$ cat config.mk
export PLATFORM = sky130hd
export DESIGN_NAME = fnd_ctrl
export DESIGN_NICKNAME = d
export VERILOG_FILES = /design/src/rtl/fnd_ctrl.sv
export SDC_FILE = /design/constraint.sdc
export NUM_CORES = 1
export LEC_CHECK = 0
export BUFFER_PORTS_ARGS = -buffer_cell sky130_fd_sc_hd__buf_2
export CAP_MARGIN = 20
export CORE_UTILIZATION = 49
export DETAILED_ROUTE_END_ITERATION = 6
export HOLD_SLACK_MARGIN = 0.05
export PLACE_DENSITY = 0.68
export SLEW_MARGIN = 10
export SYNTH_ARGS = -nofsm -noshare
export SYNTH_HDL_FRONTEND = slang
export SYNTH_SLANG_ARGS = --single-unit
$ cat constraint.sdc
create_clock -name clk -period 2.7 [get_ports clk]
set_input_delay 0.54 -clock clk [delete_from_list [all_inputs] [get_ports clk]]
set_output_delay 0.54 -clock clk [all_outputs]
set_load 0.05 [all_outputs]
$ cat src/rtl/fnd_ctrl.sv
//=============================================================================
// fnd_ctrl
//
// Driver for the microwave timer's 4-digit, time-multiplexed 7-segment (FND)
// display. The display is common-anode, so everything is active-low.
// The remaining cook time arrives as binary minutes and seconds and is shown
// as MM.SS. While 'done' is high, the word "donE" is shown instead.
//
// A free-running scan counter produces a one-cycle tick every SCAN_DIV
// clocks. Each tick advances the digit select through
// seconds-ones -> seconds-tens -> minutes-ones -> minutes-tens.
// The segment pattern and the common select for the current digit are
// decoded combinationally. Both are then registered together, so a segment
// pattern can never be paired with the wrong digit.
//
// Parameters
//   CLK_FREQ  input clock frequency in Hz
//   SCAN_HZ   digit advance rate in Hz (SCAN_DIV = CLK_FREQ / SCAN_HZ)
//
// Ports
//   clk       system clock, rising edge
//   rst       asynchronous, active-high reset; blanks the display
//   done      cook-complete flag; 1 shows "donE"
//   sec       seconds remaining, binary (60..63 are shown as decoded)
//   min       minutes remaining, binary (60..63 are shown as decoded)
//   fnd_data  segment drive {dp,g,f,e,d,c,b,a}, active-low
//   fnd_com   digit common select, active-low one-hot, bit0 = rightmost
//=============================================================================
module fnd_ctrl #(
    parameter int CLK_FREQ = 100_000_000,
    parameter int SCAN_HZ  = 1000
) (
    input  logic       clk,
    input  logic       rst,
    input  logic       done,
    input  logic [5:0] sec,
    input  logic [5:0] min,
    output logic [7:0] fnd_data,
    output logic [3:0] fnd_com
);

    localparam int SCAN_DIV = CLK_FREQ / SCAN_HZ;
    localparam int CNT_W    = (SCAN_DIV > 1) ? $clog2(SCAN_DIV) : 1;
    localparam logic [CNT_W-1:0] CNT_LAST = CNT_W'(SCAN_DIV - 1);

    // Active-low segment codes, {dp,g,f,e,d,c,b,a}, with dp off
    localparam logic [7:0] SEG_D     = 8'hA1;
    localparam logic [7:0] SEG_O     = 8'hA3;
    localparam logic [7:0] SEG_N     = 8'hAB;
    localparam logic [7:0] SEG_E     = 8'h86;
    localparam logic [7:0] SEG_BLANK = 8'hFF;
    localparam logic [7:0] DP_CLEAR  = 8'h7F;

    // Digit positions, named by what they show in MM.SS mode
    typedef enum logic [1:0] {
        DIG_SEC_ONES = 2'd0,
        DIG_SEC_TENS = 2'd1,
        DIG_MIN_ONES = 2'd2,
        DIG_MIN_TENS = 2'd3
    } digit_e;

    logic [CNT_W-1:0] scan_cnt;
    logic             scan_tick;
    digit_e           sel;
    digit_e           sel_next;

    logic [3:0] sec_ones;
    logic [3:0] sec_tens;
    logic [3:0] min_ones;
    logic [3:0] min_tens;

    logic [7:0] seg_code;
    logic       dp_on;
    logic [7:0] data_next;
    logic [3:0] com_next;

    // Decimal digit to active-low segment pattern. The tens digit never
    // exceeds 6, and the ones digit never exceeds 9, so the blank default
    // only guards against unreachable codes.
    function automatic logic [7:0] digit_seg(input logic [3:0] d);
        logic [7:0] code;
        case (d)
            4'd0:    code = 8'hC0;
            4'd1:    code = 8'hF9;
            4'd2:    code = 8'hA4;
            4'd3:    code = 8'hB0;
            4'd4:    code = 8'h99;
            4'd5:    code = 8'h92;
            4'd6:    code = 8'h82;
            4'd7:    code = 8'hF8;
            4'd8:    code = 8'h80;
            4'd9:    code = 8'h90;
            default: code = SEG_BLANK;
        endcase
        return code;
    endfunction

    // The tick fires on the last count of each scan period
    always_comb begin
        scan_tick = (scan_cnt == CNT_LAST);
    end

    // Scan period counter, wrapping at SCAN_DIV
    always_ff @(posedge clk or posedge rst) begin
        if (rst) begin
            scan_cnt <= '0;
        end else if (scan_tick) begin
            scan_cnt <= '0;
        end else begin
            scan_cnt <= scan_cnt + 1'b1;
        end
    end

    // Digit rotation order, right to left
    always_comb begin
        sel_next = DIG_SEC_ONES;
        case (sel)
            DIG_SEC_ONES: sel_next = DIG_SEC_TENS;
            DIG_SEC_TENS: sel_next = DIG_MIN_ONES;
            DIG_MIN_ONES: sel_next = DIG_MIN_TENS;
            DIG_MIN_TENS: sel_next = DIG_SEC_ONES;
            default:      sel_next = DIG_SEC_ONES;
        endcase
    end

    // Digit select register; moves once per scan period
    always_ff @(posedge clk or posedge rst) begin
        if (rst) begin
            sel <= DIG_SEC_ONES;
        end else if (scan_tick) begin
            sel <= sel_next;
        end
    end

    // Binary to decimal split of the raw 6-bit inputs
    always_comb begin
        sec_ones = 4'(sec % 6'd10);
        sec_tens = 4'(sec / 6'd10);
        min_ones = 4'(min % 6'd10);
        min_tens = 4'(min / 6'd10);
    end

    // Pick the pattern and common for the current digit. The MM.SS
    // separator is the dp of the minutes-ones digit. It stays dark while
    // the message is shown.
    always_comb begin
        seg_code = SEG_BLANK;
        dp_on    = 1'b0;
        com_next = 4'b1111;
        case (sel)
            DIG_SEC_ONES: begin
                com_next = 4'b1110;
                seg_code = done ? SEG_E : digit_seg(sec_ones);
            end
            DIG_SEC_TENS: begin
                com_next = 4'b1101;
                seg_code = done ? SEG_N : digit_seg(sec_tens);
            end
            DIG_MIN_ONES: begin
                com_next = 4'b1011;
                seg_code = done ? SEG_O : digit_seg(min_ones);
                dp_on    = ~done;
            end
            DIG_MIN_TENS: begin
                com_next = 4'b0111;
                seg_code = done ? SEG_D : digit_seg(min_tens);
            end
            default: begin
                com_next = 4'b1111;
                seg_code = SEG_BLANK;
            end
        endcase
        data_next = dp_on ? (seg_code & DP_CLEAR) : seg_code;
    end

    // Output register. Segments and common load on the same edge.
    // Reset blanks the display immediately, with no clock needed.
    always_ff @(posedge clk or posedge rst) begin
        if (rst) begin
            fnd_com  <= 4'b1111;
            fnd_data <= SEG_BLANK;
        end else begin
            fnd_com  <= com_next;
            fnd_data <= data_next;
        end
    end

endmodule

Word-level counts from Yosys, hierarchy flattened
Memories as Yosys holds them, arrays and structs flattened.
Index checks and enable logic that the tools add are counted.
W data, S select, Z words.
{ "totals": {"mem_count": 4, "wordCells": 29, "mem_bits_rw": 0, "in_bits": 15, "romBits": 448, "ff_bits": 31, "latchBits": 0} }
{ "mem_list": {"columns": ["name", "depth", "width", "rd", "rd_ports_with_merged_regs", "wr", "line", "rtl"], "rows": [
  ["(name not given)", 16, 7, 1, 0, 0, "82", "case (d)"],
  ["(name not given)", 16, 7, 1, 0, 0, "82", null],
  ["(name not given)", 16, 7, 1, 0, 0, "82", null],
  ["(name not given)", 16, 7, 1, 0, 0, "82", null]
]} }
{ "op_classes": {"n_bitwise": 1, "mul": 0, "reduce_logical": 1, "div": 4, "mux": 10, "shifts": 0, "n_eq_ne": 4, "n_lt_le_gt_ge": 0, "add_sub_neg": 1} }
{ "op_table": {"columns": ["cell", "n"], "rows": [
  ["$mux W8", 5],
  ["$pmux W8 S4", 1],
  ["$add A17 B1 Y17 const B", 1],
  ["$eq A17 B17 Y1 const B", 1],
  ["$mux W17", 1],
  ["$pmux W4 S4", 1],
  ["$div A6 B4 Y6 const B", 2],
  ["$mod A6 B4 Y6 const B", 2],
  ["$pmux W2 S4", 1],
  ["$eq A2 B2 Y1 const B", 2],
  ["$eq A2 B1 Y1 const B", 1],
  ["$logic_not A2 Y1", 1],
  ["$mux W1", 1],
  ["$not A1 Y1", 1]
]} }

Logic depth before layout (Yosys ltp)
Gate-level depths: netlist of the first run.
An unclocked memory read counts as a cell.
{ "logic_depth": {"word_depth": 5, "ltp_mapped": 17, "depth_no_buf": 16} }

Worst setup path after synthesis of the first run
No wires, ideal clock.
{ "synth_path": {"path_type": "input to register", "startpoint": "in min[4]", "endpoint": "reg fnd_data[5]", "path_buffers": 1, "setup_time_ns": 0.093, "stages": 13, "path_slack_ns": -0.565, "required_ns": 2.607, "arrival_ns": 3.172, "cell_sequence": "buf_4 -> inv_1 -> ha_1 -> nor2b_1 -> o21ai_1 -> nand3_1 -> o21ai_0 -> xnor2_1 -> ha_1 -> or3_1 -> a311o_1 -> a21oi_1 -> o22ai_1"} }
{ "synth_between": {"elab_chain_len": 5, "word_cells_on_any_way": 8} }
{ "synth_rtl": {"columns": ["item", "line", "rtl"], "rows": [
  ["start: declaration", "37", "input logic [5:0] min,"],
  ["$div A6 B4 Y6 / $mod A6 B4 Y6 (equally long branches)", "140, 139", null],
  ["$mem_v2 Z16 W7", null, null],
  ["$mux W8 (on tied branches)", "166, 161", null],
  ["$pmux W8 S4 (*)", "150", "case (sel)"],
  ["$mux W8 (*)", "173", "data_next = dp_on ? (seg_code & DP_CLEAR) : seg_code;"],
  ["via data_next[5]", "74", "logic [7:0] data_next;"],
  ["end signal: assignment", "184", "fnd_data <= data_next;"],
  ["end: declaration", "38", "output logic [7:0] fnd_data,"]
]} }
The timed path passes the listed nets; every way through them passes the cells marked *.
A chain may end at the register's enable or synchronous reset.

Worst setup path in the final report of the first run
{ "layout_path": {"startpoint": "in min[4]", "endpoint": "reg fnd_data[0]"} }
The elaborated chain is that of the path after synthesis.

==> results of run 1 <==
[cell usage in the layout (no fill, tap or decap), types with 4 or more instances in the layout]
master and n:
a21o_1 4, a21oi_1 12, a31oi_1 5, buf_2 22, buf_4 50, buf_6 5
clkbuf_8 7, dfrtp_1 19, dfstp_2 12, ha_1 19, ha_2 7, ha_4 6
inv_1 24, inv_2 4, nand2_1 21, nand2b_1 6, nand3_1 10, nand4_1 4
nor2_1 26, nor2b_1 11, nor3_1 6, o21ai_0 13, o21ai_1 9, o21ai_2 5
xnor2_1 8, xor2_1 6
[layout make-up]
| type | count | share of cell area, % |
|---|---|---|
| clock buffer | 8 | 2.68 |
| inverter | 30 | 3.22 |
| multi-input combinational | 250 | 55.1 |
| sequential | 31 | 21.2 |
| tap | 72 | 2.42 |
| timing repair buffer | 79 | 15.3 |
[report_power, final]
group	leakage, nW	switching [mW]	total, mW	internal (mW)
logic	1.28	0.368	0.689	0.321
registers	0.377	0.00438	0.499	0.495
clock network	0.0515	0.164	0.396	0.232
total	1.71	0.536	1.58	1.05
[layer usage]
| layer | vias to the layer above | GRT usage [%] |
|---|---|---|
| met5 | - | 0 |
| met4 | 0 | 7.74 |
| met3 | 16 | 3.18 |
| met2 | 60 | 38.5 |
| met1 | 1227 | 32.0 |
| li1 | 1291 | - |
[sequential cells by signal, indices dropped and copies added, names as in the netlist]
name      count
sel           2
fnd_data      8
fnd_com       4
scan_cnt     17
[worst min path at each step]
stage / startpoint / to / depth (start not counted)
floorplan: scan_cnt[0] / scan_cnt[0] / 1
global placement: scan_cnt[0] / scan_cnt[0] / 1
global route: rst / scan_cnt[1] / 2
detailed placement: scan_cnt[0] / scan_cnt[0] / 1
finish: rst / scan_cnt[0] / 2
CTS: rst / scan_cnt[0] / 2
[repair_timing]
item                                    in CTS  in global routing
endpoints found under the setup margin       5                  7
buffers inserted                             4                  2
gates resized for setup                      6                 56
pin swaps                                   11                 32
hold endpoints to repair                     0                  0
[kinds of logic (layout without fill, tap and decap cells)]
kind of cell	count (synthesis)	after routing
mux	5	5
fa+ha+maj	32	32
simple gates	108	108
buf+inv	41	117
flops	31	31
compound gates	89	89
xor+xnor	16	16
==> out/metrics.csv, run 1 <==
stage,metric,value,unit
setup_path,crit start category,input pin,
yosys,top-count cell post-synth,ha_1,
timing,setup ws final,-0.00808,ns
clock_tree,Root Driver,clkbuf_8,
yosys,top-area cell type share of the netlist area,17.1,%
detailed_routing,drt pass-1 iters,4,
floorplan,Core Area,5510,sq um
clock_tree,TritonCTS clock tree,yes,
timing,Clock Skews,0.00509,ns
yosys,Commonest cells post-synth,"32 x ha_1, 30 x inv_1, 26 x nor2_1",
detailed_routing,total wire length,6.70,mm
outcome,status,"finished, violations left",
yosys,cells after synthesis,322,
power,power consumption,1.58,mW
yosys,asr flop ratio synth,100,%
setup_path,slowest CP cell,a311o_1,
setup_path,cell family with most CP delay,compound AO/OA/AOI/OAI gates,
place,placed instance count,456,
setup_path,Worst R2R End,scan_cnt[10],
clock_tree,CTS buffer count,5,
clock_tree,hold buffer count at cts,0,
timing,Final Hold Vio Count,0,
cells_and_area,Sequential Area,791,sq um
timing,worst rel slew slack,41.8,%
setup_path,Setup CP Type,in2reg,
yosys,synth warn,0,
timing,RSZ-0062 raised after global routing,true,
clock_tree,"CTS clk-pin slew, worst paths",0.06,ns
place,port buffer count,26,
yosys,Post-synth EDFFs,0,
hold_path,Hold Path Class,in2async,
global_route,Tot GR Track Use,23.5,%
timing,Hold Slack,0.427,ns
floorplan,Initial Utilization,50.6,%
power,pwr dens,425,nW/um^2
global_route,initial antenna violation count,0,
setup_path,CP dominant cell by count,ha_4,
cells_and_area,area occupied by multi-input gates,2060,sq um
setup_path,Worst Path Required,2.91,ns
timing,Max Slew Vio Count,0,
setup_path,reg2reg start,scan_cnt[12],
place,HPWL Detailed,4.84,mm
detailed_routing,vias per cell,5.52,
yosys,Mean Syn Cell Area,8.65,sq um
detailed_routing,Initial DRC Count,131,
global_route,first-pass GRT wire length,11.3,mm
yosys,Post-Syn Nets,369,
power,Peak VDD IR,0.000379,V
detailed_routing,met2 wire length,3.15,mm
yosys,sequential area share after synthesis,28.4,%
cells_and_area,Util after Layout,67.7,%
floorplan,die height,77.4,um
floorplan,placement row count,27,
yosys,adder-cell area share of the yosys netlist,14.4,%
clock_tree,Clock Path Buffers,2,
floorplan,area of the die,5990,sq um
timing,fmax,0.369,GHz
setup_path,cells along the critical path,buf_8 > inv_4 > ha_4 > nand2_2 > o22a_1 > a22oi_2 > inv_1 > ha_4 > a21boi_4 > or2_4 > mux2_4 > and4_1 > a311o_1,
floorplan,Die X,77.4,um
setup_path,Crit path largest cell delay,0.32,ns
cells_and_area,Layout Nets,444,
global_route,global route overflow,0,
yosys,largest family of logic cells by synthesized area,compound AO/OA/AOI/OAI gates,
setup_path,critical path depth,13,
cells_and_area,n_diodes,0,
detailed_routing,Metal-1 WL,3.20,mm
yosys,register bit total from synthesis,31,
yosys,"area leader, netlist",dfrtp_1,
setup_path,Critical Path Sink Type,flop,
setup_path,R2R Setup Slk,0.59,ns
cells_and_area,final cell count without fillers,470,
setup_path,critical path launch point,min[4],
power,Pleak,1.71,nW
place,dpl ws,-0.364,ns
timing,setup TNS,-0.00808,ns
cells_and_area,layout cell share with drive strength beyond 1,39.4,%
detailed_routing,final antenna-violating net count,0,
setup_path,maximum fanout along the worst path,5,
setup_path,worst r2r path cells,7,
yosys,mux cell area share after synthesis,2.07,%
yosys,area fraction in compound gates after synthesis,22.9,%
place,"Cell Area, Placed",3340,sq um
timing,# setup viols final,1,
cells_and_area,fillcell total,456,
yosys,Synth Flop Type,dfrtp_1,
clock_tree,clock sinks,31,
detailed_routing,# DRC,0,
detailed_routing,top layer in use,met4,
setup_path,CP endpoint,fnd_data[0],
floorplan,I/O pin count,27,
detailed_routing,vias after detailed routing,2594,
outcome,failing checks,setup timing,
clock_tree,H-tree levels,2,
timing,Worst Tran Pin Value,0.872,ns
detailed_routing,met3 wire len,198,um
setup_path,CP arrival,2.91,ns
yosys,XOR/XNOR share of the synthesized area,5.03,%
cells_and_area,"Area growth, synth to finish",33.9,%
yosys,synth top area cells,"dfrtp_1 17%, ha_1 14%, dfstp_2 11%, inv_1 4.0%, o21ai_0 3.8%",
timing,min cycle time layout,2.71,ns
global_route,largest net degree at the start of global routing,25,
detailed_routing,average wire per cell in the routed design,14.3,um
yosys,cell area after synthesis,2790,sq um
timing,period utilization,100,%
yosys,Netlist cell types,67,
cells_and_area,Post-Layout Inst Area,3730,sq um
yosys,post-synthesis simple-gate area fraction,20.7,%
place,Final GP Congestion,0.838,
flow_run,Max Cap Violations,0,
clock_tree,worst skew pair latency,0.28,ns
setup_path,Buffers & Inverters on Critical Path,3,
global_route,vias in the first global route,2493,
(Power assumes the default switching activity.)
==> run 2, diff against run 1 <==
PLACE_DENSITY = 0.7   (was 0.68)
TNS_END_PERCENT = 20   (was default)
==> out/metrics.csv, run 2 (synthesis gave the netlist of run 1 again) <==
stage,metric,value,unit,change
timing,Final Hold Vio Count,0,,unchanged
setup_path,Setup CP Type,in2reg,,
place,port buffer count,26,,unchanged
flow_run,Max Cap Violations,0,,unchanged
cells_and_area,Util after Layout,64.3,%,-3.5 points
setup_path,Crit path largest cell delay,0.32,ns,about the same
setup_path,crit start category,input pin,,
detailed_routing,average wire per cell in the routed design,13.6,um,-4.3%
detailed_routing,total wire length,6.33,mm,-5.6%
global_route,global route overflow,0,,unchanged
clock_tree,TritonCTS clock tree,yes,,
detailed_routing,vias after detailed routing,2507,,-3.4%
global_route,Tot GR Track Use,22.3,%,-1.2 points
power,Pleak,1.64,nW,-3.7%
timing,fmax,0.367,GHz,-0.54%
detailed_routing,Initial DRC Count,161,,+23%
timing,# setup viols final,1,,unchanged
timing,Max Slew Vio Count,0,,unchanged
clock_tree,H-tree levels,2,,unchanged
outcome,status,"finished, violations left",,
global_route,first-pass GRT wire length,10.9,mm,-3.4%
floorplan,Initial Utilization,50.6,%,unchanged
cells_and_area,fillcell total,459,,+0.66%
timing,Clock Skews,0.00450,ns,-0.000583 ns
floorplan,die height,77.4,um,unchanged
floorplan,I/O pin count,27,,unchanged
timing,Worst Tran Pin Value,0.920,ns,+0.0486 ns
setup_path,CP arrival,2.93,ns,+0.02 ns
cells_and_area,n_diodes,0,,unchanged
detailed_routing,final antenna-violating net count,0,,unchanged
clock_tree,Root Driver,clkbuf_8,,
timing,Hold Slack,0.455,ns,+0.0282 ns
setup_path,cell family with most CP delay,compound AO/OA/AOI/OAI gates,,
cells_and_area,final cell count without fillers,464,,-1.3%
timing,setup TNS,-0.0228,ns,-0.0147 ns
detailed_routing,# DRC,0,,unchanged
global_route,largest net degree at the start of global routing,26,,+4.0%
place,dpl ws,-0.462,ns,-0.0982 ns
cells_and_area,Layout Nets,438,,-1.4%
global_route,vias in the first global route,2401,,-3.7%
floorplan,Core Area,5510,sq um,unchanged
cells_and_area,layout cell share with drive strength beyond 1,31.9,%,-7.6 points
timing,min cycle time layout,2.72,ns,+0.0147 ns
hold_path,Hold Path Class,in2async,,
power,Peak VDD IR,0.000265,V,-30%
power,pwr dens,415,nW/um^2,-2.2%
setup_path,cells along the critical path,buf_8 > inv_4 > ha_4 > nand2_4 > o22a_1 > a22oi_2 > nor2_1 > o21ai_2 > xnor2_2 > buf_4 > inv_4 > ha_4 > mux2_4 > and4_1 > a311o_1,,
place,HPWL Detailed,4.85,mm,about the same
cells_and_area,largest reg by FF count,scan_cnt,,
floorplan,placement row count,27,,unchanged
floorplan,area of the die,5990,sq um,unchanged
outcome,failing checks,setup timing,,
setup_path,Critical Path Sink Type,flop,,
cells_and_area,Post-Layout Inst Area,3540,sq um,-5.1%
place,Final GP Congestion,0.881,,+5.1%
clock_tree,worst skew pair latency,0.28,ns,about the same
power,power consumption,1.47,mW,-7.2%
timing,RSZ-0062 raised after global routing,true,,
setup_path,Buffers & Inverters on Critical Path,4,,+1
cells_and_area,max reg flops,17,,unchanged
global_route,initial antenna violation count,0,,unchanged
setup_path,R2R Setup Slk,0.74,ns,+0.15 ns
cells_and_area,"leading cell type in the layout, fill and taps excluded",buf_4,,
detailed_routing,vias per cell,5.40,,-2.1%
clock_tree,"CTS clk-pin slew, worst paths",0.06,ns,about the same
cells_and_area,"Area growth, synth to finish",27.0,%,
setup_path,slowest CP cell,a311o_1,,
cells_and_area,biggest regs,"scan_cnt x17, fnd_data x8, fnd_com x4",,
place,"Cell Area, Placed",3300,sq um,-1.2%
setup_path,Worst Path Required,2.91,ns,about the same
place,placed instance count,453,,-0.66%
cells_and_area,"leading cell types in the layout, fill and taps excluded","44 x buf_4, 27 x ha_1, 26 x inv_1",,
setup_path,maximum fanout along the worst path,3,,-2
detailed_routing,drt pass-1 iters,4,,unchanged
timing,worst rel slew slack,38.6,%,-3.2 points
clock_tree,CTS buffer count,5,,unchanged
clock_tree,clock sinks,31,,unchanged
timing,setup ws final,-0.0228,ns,-0.0147 ns
floorplan,Die X,77.4,um,unchanged
clock_tree,Clock Path Buffers,2,,unchanged
timing,period utilization,101,%,+0.54 points
-- run 2: cell count changes in the layout (fill, tap and decap cells not counted), sizes merged --
cell	delta
buf	-6
-- run 2: routing by layer --
| layer | part of all wire [%] | vias to the layer above | GRT usage, % |
|---|---|---|---|
| met3 | 3.5 | 13 | 3.29 |
| met2 | 46 | 51 | 36.6 |
| met5 | 0 | - | 0 |
| met4 | 1.1 | 0 | 4.53 |
| li1 | - | 1280 | - |
| met1 | 49 | 1163 | 31.2 |
-- run 2: power breakdown --
part	switching [mW]	internal, mW
logic	0.344	0.281
registers	0.00553	0.495
clock network	0.162	0.183
total	0.512	0.958
-- run 2: final cells by class --
class | count | area, sq um | area share [%]
Multi-Input combinational cell | 250 | 1950 | 55.1
Sequential cell | 31 | 791 | 22.3
Timing Repair Buffer | 73 | 510 | 14.4
Inverter | 30 | 118 | 3.32
Tap cell | 72 | 90.1 | 2.55
Clock buffer | 8 | 80.1 | 2.26
-- run 2: path summary, 6_finish.rpt --
path                               from           end  depth (start not counted)
setup / recovery                 min[4]   fnd_data[0]                         15
hold / removal                      rst   scan_cnt[0]                          2
setup reg to reg           scan_cnt[12]  scan_cnt[10]                          7
hold reg to reg             scan_cnt[0]   scan_cnt[0]                          1
max in group asynchronous           rst   fnd_data[1]                          3
min in group clk            scan_cnt[0]   scan_cnt[0]                          1
-- run 2: repair_timing --
action,4_1_cts,5_1_grt
resized for setup,9,20
setup buffers,2,1
pin swaps,5,19
hold buffers,0,0
hold endpoints to repair,0,0
setup endpoints to repair,5,7
==> run 3, diff against run 2 <==
==> constraint.sdc (replaced) <==
create_clock -name clk -period 2.7 [get_ports clk]
set_input_delay 0.135 -clock clk [delete_from_list [all_inputs] [get_ports clk]]
set_output_delay 0.135 -clock clk [all_outputs]
set_load 0.05 [all_outputs]
==> out/metrics.csv, run 3 (synthesis gave the netlist of run 1 again) <==
stage,metric,value,unit,change
setup_path,Worst Path Required,2.89,ns,-0.02 ns
global_route,initial antenna violation count,0,,unchanged
timing,Max Slew Vio Count,0,,unchanged
floorplan,Initial Utilization,50.6,%,unchanged
clock_tree,worst skew pair latency,0.27,ns,about the same
floorplan,Core Area,5510,sq um,unchanged
hold_path,Hold Path Class,in2reg,,
detailed_routing,average wire per cell in the routed design,12.5,um,-8.0%
timing,setup ws final,0.250,ns,+0.272 ns
power,Peak VDD IR,0.000276,V,+4.5%
setup_path,Crit path largest cell delay,0.36,ns,+0.04 ns
flow_run,Max Cap Violations,0,,unchanged
timing,fmax,0.408,GHz,+11%
clock_tree,Root Driver,clkbuf_8,,
setup_path,reg2reg start,scan_cnt[12],,
setup_path,Setup CP Type,in2reg,,
global_route,first-pass GRT wire length,9.83,mm,-10%
setup_path,slowest CP cell,a311o_1,,
place,HPWL Detailed,4.36,mm,-10%
hold_path,Hold EP,fnd_data[7],,
clock_tree,H-tree levels,2,,unchanged
clock_tree,Clock Path Buffers,2,,unchanged
power,Pleak,1.51,nW,-8.3%
cells_and_area,n_diodes,0,,unchanged
setup_path,Critical Path Sink Type,flop,,
hold_path,hold_sp,done,,
setup_path,cells along the critical path,buf_2 > inv_1 > ha_1 > a221o_1 > a22oi_1 > inv_1 > ha_1 > a21boi_1 > o21ba_2 > mux2_2 > a311o_1,,
detailed_routing,# DRC,0,,unchanged
global_route,vias in the first global route,2300,,-4.2%
timing,Final Hold Vio Count,0,,unchanged
clock_tree,"CTS clk-pin slew, worst paths",0.06,ns,about the same
floorplan,die height,77.4,um,unchanged
timing,period utilization,90.8,%,-10 points
timing,# setup viols final,0,,-1
hold_path,number of cells on the worst hold path,2,,
global_route,largest net degree at the start of global routing,28,,+7.7%
cells_and_area,biggest regs,"scan_cnt x17, fnd_data x8, fnd_com x4",,
timing,worst rel slew slack,64.3,%,+26 points
floorplan,area of the die,5990,sq um,unchanged
cells_and_area,largest reg by FF count,scan_cnt,,
timing,setup TNS,0,ns,+0.0228 ns
timing,Hold Slack,0.309,ns,-0.147 ns
place,dpl ws,-0.0840,ns,+0.378 ns
place,port buffer count,26,,unchanged
cells_and_area,"leading cell type in the layout, fill and taps excluded",ha_1,,
detailed_routing,drt pass-1 iters,4,,unchanged
setup_path,maximum fanout along the worst path,5,,+2
cells_and_area,max reg flops,17,,unchanged
clock_tree,TritonCTS clock tree,yes,,
setup_path,crit start category,input pin,,
timing,Worst Tran Pin Value,0.532,ns,-0.388 ns
cells_and_area,Post-Layout Inst Area,3240,sq um,-8.3%
setup_path,CP arrival,2.64,ns,-0.29 ns
clock_tree,Post-CTS Setup Bufs,0,,-2
detailed_routing,final antenna-violating net count,0,,unchanged
detailed_routing,vias per cell,5.38,,-0.48%
detailed_routing,Initial DRC Count,235,,+46%
cells_and_area,"leading cell types in the layout, fill and taps excluded","31 x ha_1, 29 x inv_1, 26 x nor2_1, 26 x buf_2, 22 x nand2_1",,
clock_tree,CTS buffer count,5,,unchanged
place,"Cell Area, Placed",3120,sq um,-5.6%
cells_and_area,layout cell share with drive strength beyond 1,22.8,%,-9.1 points
cells_and_area,Layout Nets,414,,-5.5%
timing,min cycle time layout,2.45,ns,-0.272 ns
detailed_routing,total wire length,5.52,mm,-13%
floorplan,Die X,77.4,um,unchanged
floorplan,placement row count,27,,unchanged
setup_path,Worst R2R End,scan_cnt[10],,
cells_and_area,fillcell total,505,,+10%
timing,RSZ-0062 raised after global routing,false,,
power,pwr dens,419,nW/um^2,+0.84%
setup_path,Buffers & Inverters on Critical Path,3,,-1
place,Final GP Congestion,0.858,,-2.5%
global_route,Tot GR Track Use,20.2,%,-2.2 points
global_route,global route overflow,0,,unchanged
detailed_routing,vias after detailed routing,2366,,-5.6%
outcome,status,"complete, no violations",,
setup_path,worst r2r path cells,7,,unchanged
clock_tree,clock sinks,31,,unchanged
power,power consumption,1.36,mW,-7.6%
floorplan,I/O pin count,27,,unchanged
cells_and_area,"Area growth, synth to finish",16.4,%,
setup_path,R2R Setup Slk,0.77,ns,+0.03 ns
setup_path,cell family with most CP delay,compound AO/OA/AOI/OAI gates,,
timing,Clock Skews,0.00798,ns,+0.00348 ns
## run 3: changes by cell type in the layout (fill, tap and decap cells not counted), sizes merged
cell / delta
dlygate4sd3: +1
buf: -25
## run 3: stage by stage
stage / utilization, % / instances
finish: 58.9 / 440
detailed placement: 56.6 / 430
floorplan: - / 322
CTS: 58.1 / 438
global placement: 56.6 / 430
global route: 58.9 / 440
## run 3: routing by layer
metal  global-route usage [%]  vias up  share of wire (%)
li1                         -     1222                  -
met1                     26.3     1108                 48
met2                     34.1       36                 49
met3                     4.94        0                3.4
met4                     3.40        0                  0
met5                        0        -                  0
## run 3: power breakdown
group / leakage (nW) / switching (mW) / internal, mW
combinational: 1.09 / 0.305 / 0.216
sequential: 0.377 / 0.00537 / 0.495
clock: 0.0395 / 0.154 / 0.183
## run 3: cell type report
cell class	count	area (sq um)	area share (%)
multi-input combinational	250	1850	56.9
sequential	31	791	24.4
timing repair buffer	49	325	10.0
inverter	30	113	3.47
tap	72	90.1	2.78
clock buffer	8	80.1	2.47
## run 3: worst max-delay path by stage
| stage | startpoint | cells past startpoint | slack, ns | endpoint |
|---|---|---|---|---|
| after CTS | sec[4] | 12 | 0.20 | fnd_data[0] |
| final | sec[4] | 11 | 0.25 | fnd_data[0] |
| after global routing | sec[4] | 13 | 0.05 | fnd_data[4] |
| after detailed placement | sec[4] | 12 | -0.08 | fnd_data[0] |
| after floorplan | min[4] | 14 | 0.01 | fnd_data[0] |
| after global placement | sec[4] | 14 | -0.02 | fnd_data[0] |
## run 3: timing repair
item                       4_1_cts  5_1_grt
hold buffers                     0        1
setup endpoints to repair        0        3
resized for setup                0        2
hold endpoints to repair         0        6
## run 3: worst register-to-register path: stages (launching register included)
cell and delay [ns]:
dfrtp_1 0.42, nor4b_1 0.31, nand4_1 0.13, nor4_1 0.18
and3_1 0.48, o21ai_0 0.16, nand2_1 0.08, o21ai_0 0.07
